<file path="config.mk">
export PLATFORM = sky130hd
export DESIGN_NAME = conv_accumulator
export DESIGN_NICKNAME = d
export VERILOG_FILES = /design/src/rtl/conv_pkg.sv /design/src/rtl/conv_sync_fifo.sv /design/src/rtl/conv_accumulator.sv
export SDC_FILE = /design/constraint.sdc
export NUM_CORES = 1
export LEC_CHECK = 0
export BUFFER_PORTS_ARGS = -buffer_cell sky130_fd_sc_hd__buf_2
export CAP_MARGIN = 20
export CORE_ASPECT_RATIO = 0.8
export CORE_MARGIN = 5
export CORE_UTILIZATION = 40
export DETAILED_ROUTE_END_ITERATION = 10
export GPL_TIMING_DRIVEN = 0
export PLACE_DENSITY = 0.55
export SYNTH_ARGS = -nofsm -noshare
export SYNTH_HDL_FRONTEND = slang
export SYNTH_SLANG_ARGS = --single-unit
</file>
<file path="constraint.sdc">
create_clock -name clk -period 5.01 [get_ports clk]
set_clock_uncertainty 0.15 [all_clocks]
set_input_delay 0.2505 -clock clk [delete_from_list [all_inputs] [get_ports clk]]
set_output_delay 0.2505 -clock clk [all_outputs]
set_load 0.1 [all_outputs]
</file>
<file path="src/rtl/conv_pkg.sv">
// Shared types, constants and the pixel scaling helper for the convolution engine.
package conv_pkg;

  // nop_in level that marks a pipeline bubble
  localparam logic NOP_ACTIVE = 1'b1;

  localparam int unsigned CONV_ACC_W = 40;
  localparam int unsigned CONV_OUT_W = 16;

  typedef logic signed [CONV_ACC_W-1:0] acc_t;
  typedef logic signed [CONV_OUT_W-1:0] pixel_t;

  // Arithmetic right shift (floor, no rounding), then clamp to the signed pixel range.
  function automatic pixel_t sat_shift(input acc_t value, input int unsigned shift);
    acc_t                        shifted;
    logic [CONV_ACC_W-CONV_OUT_W:0] top_bits;
    shifted  = value >>> shift;
    top_bits = shifted[CONV_ACC_W-1:CONV_OUT_W-1];
    // In range when every bit above the pixel MSB matches the sign
    if ((&top_bits) || !(|top_bits)) begin
      return shifted[CONV_OUT_W-1:0];
    end else if (shifted[CONV_ACC_W-1]) begin
      return {1'b1, {(CONV_OUT_W-1){1'b0}}};
    end else begin
      return {1'b0, {(CONV_OUT_W-1){1'b1}}};
    end
  endfunction

endpackage

</file>
<file path="src/rtl/conv_sync_fifo.sv">
// Small first-word-fall-through FIFO; the head entry is always on pop_data.
module conv_sync_fifo #(
  parameter int unsigned WIDTH = 16,
  parameter int unsigned DEPTH = 4
) (
  input  logic             clk,
  input  logic             aclr,
  input  logic             push,
  input  logic [WIDTH-1:0] push_data,
  input  logic             pop,
  output logic [WIDTH-1:0] pop_data,
  output logic             full,
  output logic             empty
);

  localparam int unsigned AW = $clog2(DEPTH);

  logic [WIDTH-1:0] mem_q [DEPTH];
  logic [AW-1:0]    wr_ptr_q, rd_ptr_q;
  logic [AW:0]      count_q, count_d;
  logic             do_push, do_pop;

  assign full     = (count_q == (AW+1)'(DEPTH));
  assign empty    = (count_q == '0);
  // A push into a full FIFO is only accepted when the head leaves on the same edge
  assign do_push  = push && (!full || pop);
  assign do_pop   = pop && !empty;
  assign pop_data = mem_q[rd_ptr_q];

  // Occupancy bookkeeping for simultaneous push/pop
  always_comb begin
    count_d = count_q;
    unique case ({do_push, do_pop})
      2'b10:   count_d = count_q + 1'b1;
      2'b01:   count_d = count_q - 1'b1;
      default: count_d = count_q;
    endcase
  end

  // Storage; cleared on reset so the head reads zero while empty
  always_ff @(posedge clk or posedge aclr) begin
    if (aclr) begin
      for (int i = 0; i < int'(DEPTH); i++) mem_q[i] <= '0;
    end else if (do_push) begin
      mem_q[wr_ptr_q] <= push_data;
    end
  end

  // Pointers and occupancy
  always_ff @(posedge clk or posedge aclr) begin
    if (aclr) begin
      wr_ptr_q <= '0;
      rd_ptr_q <= '0;
      count_q  <= '0;
    end else begin
      if (do_push) wr_ptr_q <= wr_ptr_q + AW'(1);
      if (do_pop)  rd_ptr_q <= rd_ptr_q + AW'(1);
      count_q <= count_d;
    end
  end

endmodule

</file>
<file path="src/rtl/conv_accumulator.sv">
// Sums one kernel window of MAC results into a scaled, saturated pixel and queues it.
module conv_accumulator
  import conv_pkg::*;
#(
  parameter int unsigned DATA_W     = 32,
  parameter int unsigned ACC_W      = CONV_ACC_W,
  parameter int unsigned OUT_W      = CONV_OUT_W,
  parameter int unsigned TERMS      = 9,
  parameter int unsigned SHIFT      = 8,
  parameter int unsigned FIFO_DEPTH = 4
) (
  input  logic                      clk,
  input  logic                      aclr,
  input  logic [DATA_W-1:0]         sum_in,
  input  logic                      nop_in,
  input  logic                      frame_start,
  output logic [OUT_W-1:0]          out_data,
  output logic                      out_valid,
  input  logic                      out_ready,
  output logic [$clog2(TERMS)-1:0]  term_count,
  output logic                      overflow_err
);

  localparam int unsigned CNT_W = $clog2(TERMS);

  logic signed [ACC_W-1:0] acc_q, acc_d;
  logic signed [ACC_W-1:0] res_q, res_d;
  logic [CNT_W-1:0]        cnt_q, cnt_d;
  logic                    pend_q, pend_d;
  logic                    ovf_q, ovf_d;

  logic signed [ACC_W-1:0] sum_ext;
  logic signed [ACC_W-1:0] base_acc;
  logic signed [ACC_W-1:0] acc_sum;
  logic [CNT_W-1:0]        base_cnt;
  logic                    term_valid;
  logic                    final_term;

  logic                    fifo_full;
  logic                    fifo_empty;
  logic [OUT_W-1:0]        pixel;
  logic                    drop;

  assign sum_ext    = {{(ACC_W-DATA_W){sum_in[DATA_W-1]}}, sum_in};
  assign term_valid = (nop_in != NOP_ACTIVE);
  // frame_start discards the partial window; a same-cycle term then opens the new one
  assign base_acc   = frame_start ? '0 : acc_q;
  assign base_cnt   = frame_start ? '0 : cnt_q;
  assign final_term = term_valid && (base_cnt == CNT_W'(TERMS - 1));

  assign pixel = OUT_W'(sat_shift(acc_t'(res_q), SHIFT));
  // Full implies out_valid, so a drop only needs the consumer to be stalled
  assign drop  = pend_q && fifo_full && !out_ready;

  // Window accumulation, result capture and sticky overflow next-state
  always_comb begin
    acc_d   = base_acc;
    cnt_d   = base_cnt;
    res_d   = res_q;
    pend_d  = 1'b0;
    ovf_d   = frame_start ? 1'b0 : ovf_q;
    acc_sum = base_acc;
    if (term_valid) begin
      acc_sum = base_acc + sum_ext;
      if (final_term) begin
        res_d  = acc_sum;
        pend_d = 1'b1;
        acc_d  = '0;
        cnt_d  = '0;
      end else begin
        acc_d = acc_sum;
        cnt_d = base_cnt + CNT_W'(1);
      end
    end
    if (drop) ovf_d = 1'b1;
  end

  // Window state registers
  always_ff @(posedge clk or posedge aclr) begin
    if (aclr) begin
      acc_q  <= '0;
      cnt_q  <= '0;
      res_q  <= '0;
      pend_q <= 1'b0;
      ovf_q  <= 1'b0;
    end else begin
      acc_q  <= acc_d;
      cnt_q  <= cnt_d;
      res_q  <= res_d;
      pend_q <= pend_d;
      ovf_q  <= ovf_d;
    end
  end

  conv_sync_fifo #(
    .WIDTH (OUT_W),
    .DEPTH (FIFO_DEPTH)
  ) u_fifo (
    .clk       (clk),
    .aclr      (aclr),
    .push      (pend_q),
    .push_data (pixel),
    .pop       (out_ready),
    .pop_data  (out_data),
    .full      (fifo_full),
    .empty     (fifo_empty)
  );

  assign out_valid    = !fifo_empty;
  assign term_count   = cnt_q;
  assign overflow_err = ovf_q;

endmodule

</file>
==> results of run 1 <==
==> cell type report <==
cell class | count | area [um2] | share of cell area, %
Buffer | 44 | 168 | 1.72
Clock buffer | 17 | 425 | 4.37
Clock inverter | 15 | 176 | 1.81
Inverter | 24 | 97.6 | 1.00
Multi-Input combinational cell | 658 | 4460 | 45.9
Sequential cell | 149 | 3730 | 38.3
Tap cell | 269 | 337 | 3.46
Timing Repair Buffer | 61 | 338 | 3.47
==> stage by stage <==
| stage | util [%] | power [uW] | cell area (um2) | setup TNS [ns] | instances |
|---|---|---|---|---|---|
| finish | 46.9 | 3610 | 9730 | 0 | 1237 |
| global route | 46.9 | 3810 | 9730 | 0 | 1237 |
| CTS | 46.9 | 3640 | 9730 | 0 | 1236 |
| detailed placement | 43.9 | 2340 | 9110 | 0 | 1202 |
| global placement | 43.7 | 2330 | 9070 | -225.73 | 1201 |
| floorplan | - | 2100 | 8450 | 0 | 875 |
==> routing by layer <==
layer  vias up  global-route usage, %
met5         -                      0
li1       3275                      -
met1      3271                   33.0
met4         0                   4.38
met3        20                   3.83
met2       158                   26.6
==> worst max-delay path, cell delays in order <==
cell and delay, ns:
clkbuf_1 0.39, clkbuf_1 0.60, nor2b_1 0.15, ha_1 0.36, nor2b_1 0.26, o2111ai_1 0.16
a21oi_1 0.41, nor4_1 0.14, o31ai_1 0.60, a21oi_1 0.17, nand2b_1 0.19, xnor2_1 0.17
mux2_2 0.27
==> state kept, by name, indices dropped and copies added, names as in the netlist <==
register	count
u_fifo.count_q	3
overflow_err	1
res_q	32
u_fifo.rd_ptr_q	2
u_fifo.wr_ptr_q	2
pend_q	1
u_fifo.mem_q	64
term_count	4
acc_q	40
==> power groups by stage <==
stage | Sequential, uW | Combinational, uW | Clock, uW
final | 1330 | 989 | 1290
after CTS | 1330 | 990 | 1320
after floorplan | 1360 | 741 | 0
after global placement | 1350 | 973 | 0
after global routing | 1340 | 1090 | 1380
after detailed placement | 1350 | 982 | 0
==> repair_timing <==
| action | 4_1_cts | 5_1_grt |
|---|---|---|
| resized for setup | 0 | 0 |
| endpoints found under the hold margin | 77 | 0 |
| hold buffers | 2 | 0 |
==> worst min path at each step <==
stage	end	depth (start not counted)	startpoint	slack (ns)
after global placement	u_fifo.mem_q[27]$_DFFE_PP0P_	2	u_fifo.mem_q[27]$_DFFE_PP0P_	0.31
after floorplan	res_q[17]$_DFFE_PP0P_	2	res_q[17]$_DFFE_PP0P_	0.29
after detailed placement	overflow_err$_DFFE_PP0P_	2	aclr	0.21
after CTS	acc_q[0]$_DFF_PP0_	4	sum_in[0]	0.07
after global routing	acc_q[0]$_DFF_PP0_	4	sum_in[0]	0.15
final	acc_q[0]$_DFF_PP0_	4	sum_in[0]	0.08
==> kinds of logic (layout without fill, tap and decap cells) <==
logic type / after synthesis / count (layout)
mux: 31 / 31
xor+xnor: 42 / 42
simple gates: 286 / 286
buf+inv: 68 / 161
flops: 149 / 149
fa+ha+maj: 48 / 48
compound gates: 251 / 251
==> cells in the final DEF, fill, tap and decap left out, drive strengths merged, types with 5 or more instances in the layout <==
cell type and n:
nand2 151, dfrtp 149, o21ai 100, buf 62, a21oi 58, clkbuf 58
nor2b 47, ha 46, inv 32, xnor2 26, nor2 24, a22o 24
a21o 21, xor2 16, mux4 16, mux2 15, nand4 13, o21bai 10
nand2b 9, nand3 8, nor4 6, or3 6, o31ai 5, and2 5
nor3 5, clkinv 5
==> run metrics, run 1 <==
Initial Util 40.7%; Worst Hold Class input pin to register; Peak VDD IR 0.301 mV; fin nets 1040; DR WL met2 9270 um; hpwl dp 17200 um; Post-synth EDFFs 0; reg2reg path depth 13; TritonCTS Buffers 17; Synth Area in Adders 7.29%; max-slew violations 0; Post-CTS Setup Bufs 0; first-pass GRT wire length 37500 um; maximum clock rate 253 MHz; period utilization 78.8%; Post-Syn Area per Cell 9.66 um2; Gate power share 27.4%; syn nets 960; crit path launch frame_start; Die ar. 24100 um2; post-synthesis compound-gate area fraction 18.7%; count of input and output buffers 57; slew at the pin closest to its max-slew limit 0.860 ns; Int Pwr 2360 uW; Sw Pwr 1250 uW; DR top layer met4; Synth top area share 44.1%; vias in the first global route 6514; Sw Ratio 34.7%; routability congestion estimate 0.917; WL/cell 18.9 um; crit end category register; Tmin final 3.95 ns; ranking of synthesized cells by area dfrtp_1, ha_1, nand2_1; WP data arrival 4.12 ns; number of library cell types mapped by synthesis 63; DRC viols 0; Post-Synthesis Cells 875; status complete, no violations; Clk pwr share 35.8%; # setup viols final 0; initial antenna violation count 0; row cnt 47; top-count cell post-synth nand2_1; endpoints failing hold 0; Reg clk slew, reported paths 0.08 ns; final wirelength 23400 um; CTS sink cnt 149; leading area contributor after synthesis dfrtp_1; unrepaired setup endpoints after global routing no; Synth Area in XOR/XNOR 4.35%; clk root buf clkbuf_16; WL met1 12700 um; Data required, critical path 5.19 ns; Area Growth Syn to Fin 15.2%; Mapped Area 8450 um2; Warnings, synthesis 0; kind of critical path input pin to register; # diodes 0; Vias/cell 5.44; largest net degree at the start of global routing 78; Die Wd 172 um; share of layout cells above drive strength 1 14.4%; CP endpoint res_q[24]$_DFFE_PP0P_; Yosys reg bits 149; Reg2Reg Launch Point acc_q[0]$_DFF_PP0_; Clock Latency Late Sink 0.44 ns; Max FO, Critical Path 10; Main synth FF type dfrtp_1; Seq/Total Area, Yosys 44.1%; DR vias 6724; Longest Clk Path Bufs 2; metal3 WL 1140 um; main combinational cell family by area after synthesis compound AO/OA/AOI/OAI gates; Hold Worst Slack 0.0834 ns; post-route ant nets 0; startpoint types input pin; Die H 140 um; ys async rst share 100%; Place WS 0.688 ns; Total GRT Usage 20.0%; Simple-Gate Fraction of Synth Area 16.3%; Max-Cap Viols 0; most instantiated cells after synthesis nand2_1, dfrtp_1, o21ai_0, a21oi_1, nor2b_1; I/O Pins 59; leak pwr 0.00462 uW; DR iter-0 viols 518; Seq pwr share 36.9%; final worst setup slack 1.06 ns; fill count 2020; Worst slew margin 42.6%; Reg-to-Reg End res_q[24]$_DFFE_PP0P_; Clock H-tree levels 4; global route overflow 0; CTS tree built; DR pass1 iterations 5; reg2reg setup slack 1.29 ns; core box area 20800 um2; Power Density 371 nW/um2; mux share of post-synthesis cell area 6.26%
Power figures use the tool's default switching activity.
==> run 2: changes to the inputs <==
- ABC_AREA: not set -> 1
- PLACE_DENSITY: 0.55 -> 0.56
- clock period: 5.01 -> 3.45 ns (I/O delays scaled with it)
==> run 2 against run 1 <==
Against the previous run: die area is 14% higher; cell count increased by 52%; final area up 14%; synthesized area up 15%; via count increased by 35%; clock-buffer cell count grew 2; combinational power rose to 3.1 times the previous value; largest power group is now combinational logic; highest routed layer unchanged.
==> run metrics, run 2 <==
Max-Cap Viols 0; Reg clk slew, reported paths 0.07 ns; clk root buf clkbuf_16; Reg-to-Reg End res_q[32]$_DFFE_PP0P_; DRC viols 0; fill count 2467; number of library cell types mapped by synthesis 36; Power Density 643 nW/um2; endpoints failing hold 0; count of input and output buffers 57; core box area 24100 um2; Max FO, Critical Path 10; Die Wd 184 um; row cnt 51; Worst Hold Class input pin to register; CTS sink cnt 149; crit end category register; Longest Clk Path Bufs 2; # setup viols final 0; Worst Path Buf+Inv 3; Max stage delay on crit path 0.53 ns; Total GRT Usage 21.4%; Mapped Area 9700 um2; first-pass GRT wire length 46300 um; Multi-input gate area 5070 um2; vias in the first global route 8736; Warnings, synthesis 0; max FFs per register 64; CP top delay family buffers and inverters; Initial Util 40.2%; WL/cell 15.1 um; Die H 149 um; register area 3730 um2; # diodes 0; Total Power 7140 uW; CTS tree built; Post-Syn Area per Cell 6.63 um2; Peak VDD IR 0.356 mV; Main synth FF type dfrtp_1; Clock H-tree levels 4; leak pwr 0.00632 uW; I/O Pins 59; global route overflow 0; Min-Delay Startpoint sum_in[4]; Worst slew margin 51.9%; DR iter-0 viols 724; Largest Register u_fifo.mem_q; commonest cells after routing, fill and taps aside nand2_1, inv_1, dfrtp_1, nor2_1, nand3_1; WHS Path Cells 4; Area Growth Syn to Fin 14.5%; most common cell after layout, fill and taps aside nand2_1; max-slew violations 0; fin nets 1631; Finished Cell Area 11100 um2; Die ar. 27500 um2; unrepaired setup endpoints after global routing no; initial antenna violation count 0; reg2reg setup slack 0.68 ns; dpl cell area 10500 um2; Clock Latency Late Sink 0.44 ns; Yosys reg bits 149; Post-CTS Setup Bufs 0; Data required, critical path 3.62 ns; largest net degree at the start of global routing 41; DR pass1 iterations 5; period utilization 86.4%; Final TNS setup 0 ns; most instantiated cells after synthesis nand2_1, inv_1, dfrtp_1, nor2_1, nand3_1; Tmin final 2.98 ns; routability congestion estimate 0.945; syn nets 1548; maximum clock rate 335 MHz; hpwl dp 22100 um; kind of critical path input pin to register; share of layout cells above drive strength 1 9.30%; Largest regs u_fifo.mem_q (64), acc_q (40), res_q (32); Reg2Reg Launch Point acc_q[0]$_DFF_PP0_; crit path cell chain buf_2 > clkbuf_1 > buf_1 > nor2_1 > ha_1 > a21oi_1 > nor2_1 > o21ai_0 > nand2_1 > a21oi_1 > nand3_1 > nand3_1 > nand2_1; status complete, no violations; top-count cell post-synth nand2_1; slowest CP cell buf_1; final wirelength 28400 um; ys async rst share 100%; leading area contributor after synthesis dfrtp_1; WP data arrival 3.15 ns; Vias/cell 4.84; post-route ant nets 0; TritonCTS Buffers 17; Seq/Total Area, Yosys 38.5%; Synth top area share 38.5%; Worst Hold End acc_q[4]$_DFF_PP0_; slew at the pin closest to its max-slew limit 0.721 ns; reg2reg path depth 16; Post-synth EDFFs 0; ranking of synthesized cells by area dfrtp_1, nand2_1, inv_1; DR vias 9093; startpoint types input pin; Post-Synthesis Cells 1463
[run 2: timing repair]
action,4_1_cts,5_1_grt
hold buffers,3,0
endpoints found under the hold margin,48,0
resized for setup,0,0
[run 2: final cells by class]
class,count,area share (%)
Clock inverter,13,1.52
Multi-Input combinational cell,1086,45.6
Tap cell,318,3.58
Clock buffer,19,3.99
Buffer,37,1.64
Timing Repair Buffer,64,3.56
Sequential cell,149,33.6
Inverter,191,6.49
[run 2: through the flow]
stage | util [%] | hold WS [ns] | worst slack, ns | std cells
2_1_floorplan | - | 0.198 | 0.691 | 1463
3_3_place_gp | 43.0 | 0.306 | 0.0801 | 1838
6_report | 46.0 | 0.0407 | 0.468 | 1877
3_5_place_dp | 43.4 | 0.0801 | 0.0844 | 1842
5_1_grt | 46.0 | 0.0510 | 0.230 | 1877
4_1_cts | 46.0 | 0.0248 | 0.538 | 1877
[run 2: kinds of logic (layout without fill, tap and decap cells)]
kind of cell               count (synthesis)  in the layout  synth area share, %
buffers and inverters                    228            324                 9.28
and+or+nand+nor                          896            896                 37.2
xor gates and xnor gates                  18             18                 1.63
DFF                                      149            149                 38.5
AOI/OAI and AO/OA                        124            124                 7.07
adders and majority gates                 48             48                 6.35
[run 2: where the power goes]
group	leakage (uW)	total, uW	switching [uW]	internal (uW)
combinational	0.00405	3080	2370	711
sequential	0.00196	2070	114	1960
clock	0.000299	1980	811	1170
total	0.00632	7140	3300	3840
[run 2: how the worst max path moves through the flow]
stage,cells past startpoint,start,end
floorplan,5,u_fifo.rd_ptr_q[0]$_DFFE_PP0P_,out_data[11]
global placement,2,aclr,res_q[31]$_DFFE_PP0P_
detailed placement,13,frame_start,acc_q[39]$_DFF_PP0_
CTS,13,frame_start,acc_q[39]$_DFF_PP0_
global route,16,frame_start,res_q[34]$_DFFE_PP0P_
finish,13,frame_start,acc_q[39]$_DFF_PP0_
[run 2: worst register-to-register path, stage by stage (launching register included)]
cell and delay (ns):
dfrtp_1 0.33, inv_1 0.04, nor2_1 0.11, ha_1 0.25, inv_1 0.07, fa_1 0.43, nand3b_1 0.19, nand2_1 0.19
nand2_1 0.09, nand2_1 0.14, nand3_1 0.09, nand2_1 0.18, nand2_1 0.10, nand2_1 0.07, nand2_1 0.06, nand3_1 0.10
nand2_1 0.07
[run 2: metal layers]
metal | part of all wire, % | GRT usage (%) | wire length (um) | up-vias
li1 | - | - | - | 4681
met1 | 52 | 32.9 | 14700 | 4159
met2 | 42 | 31.3 | 11900 | 231
met3 | 5.4 | 3.61 | 1520 | 22
met4 | 1.3 | 5.10 | 356 | 0
met5 | 0 | 0 | 0 | -
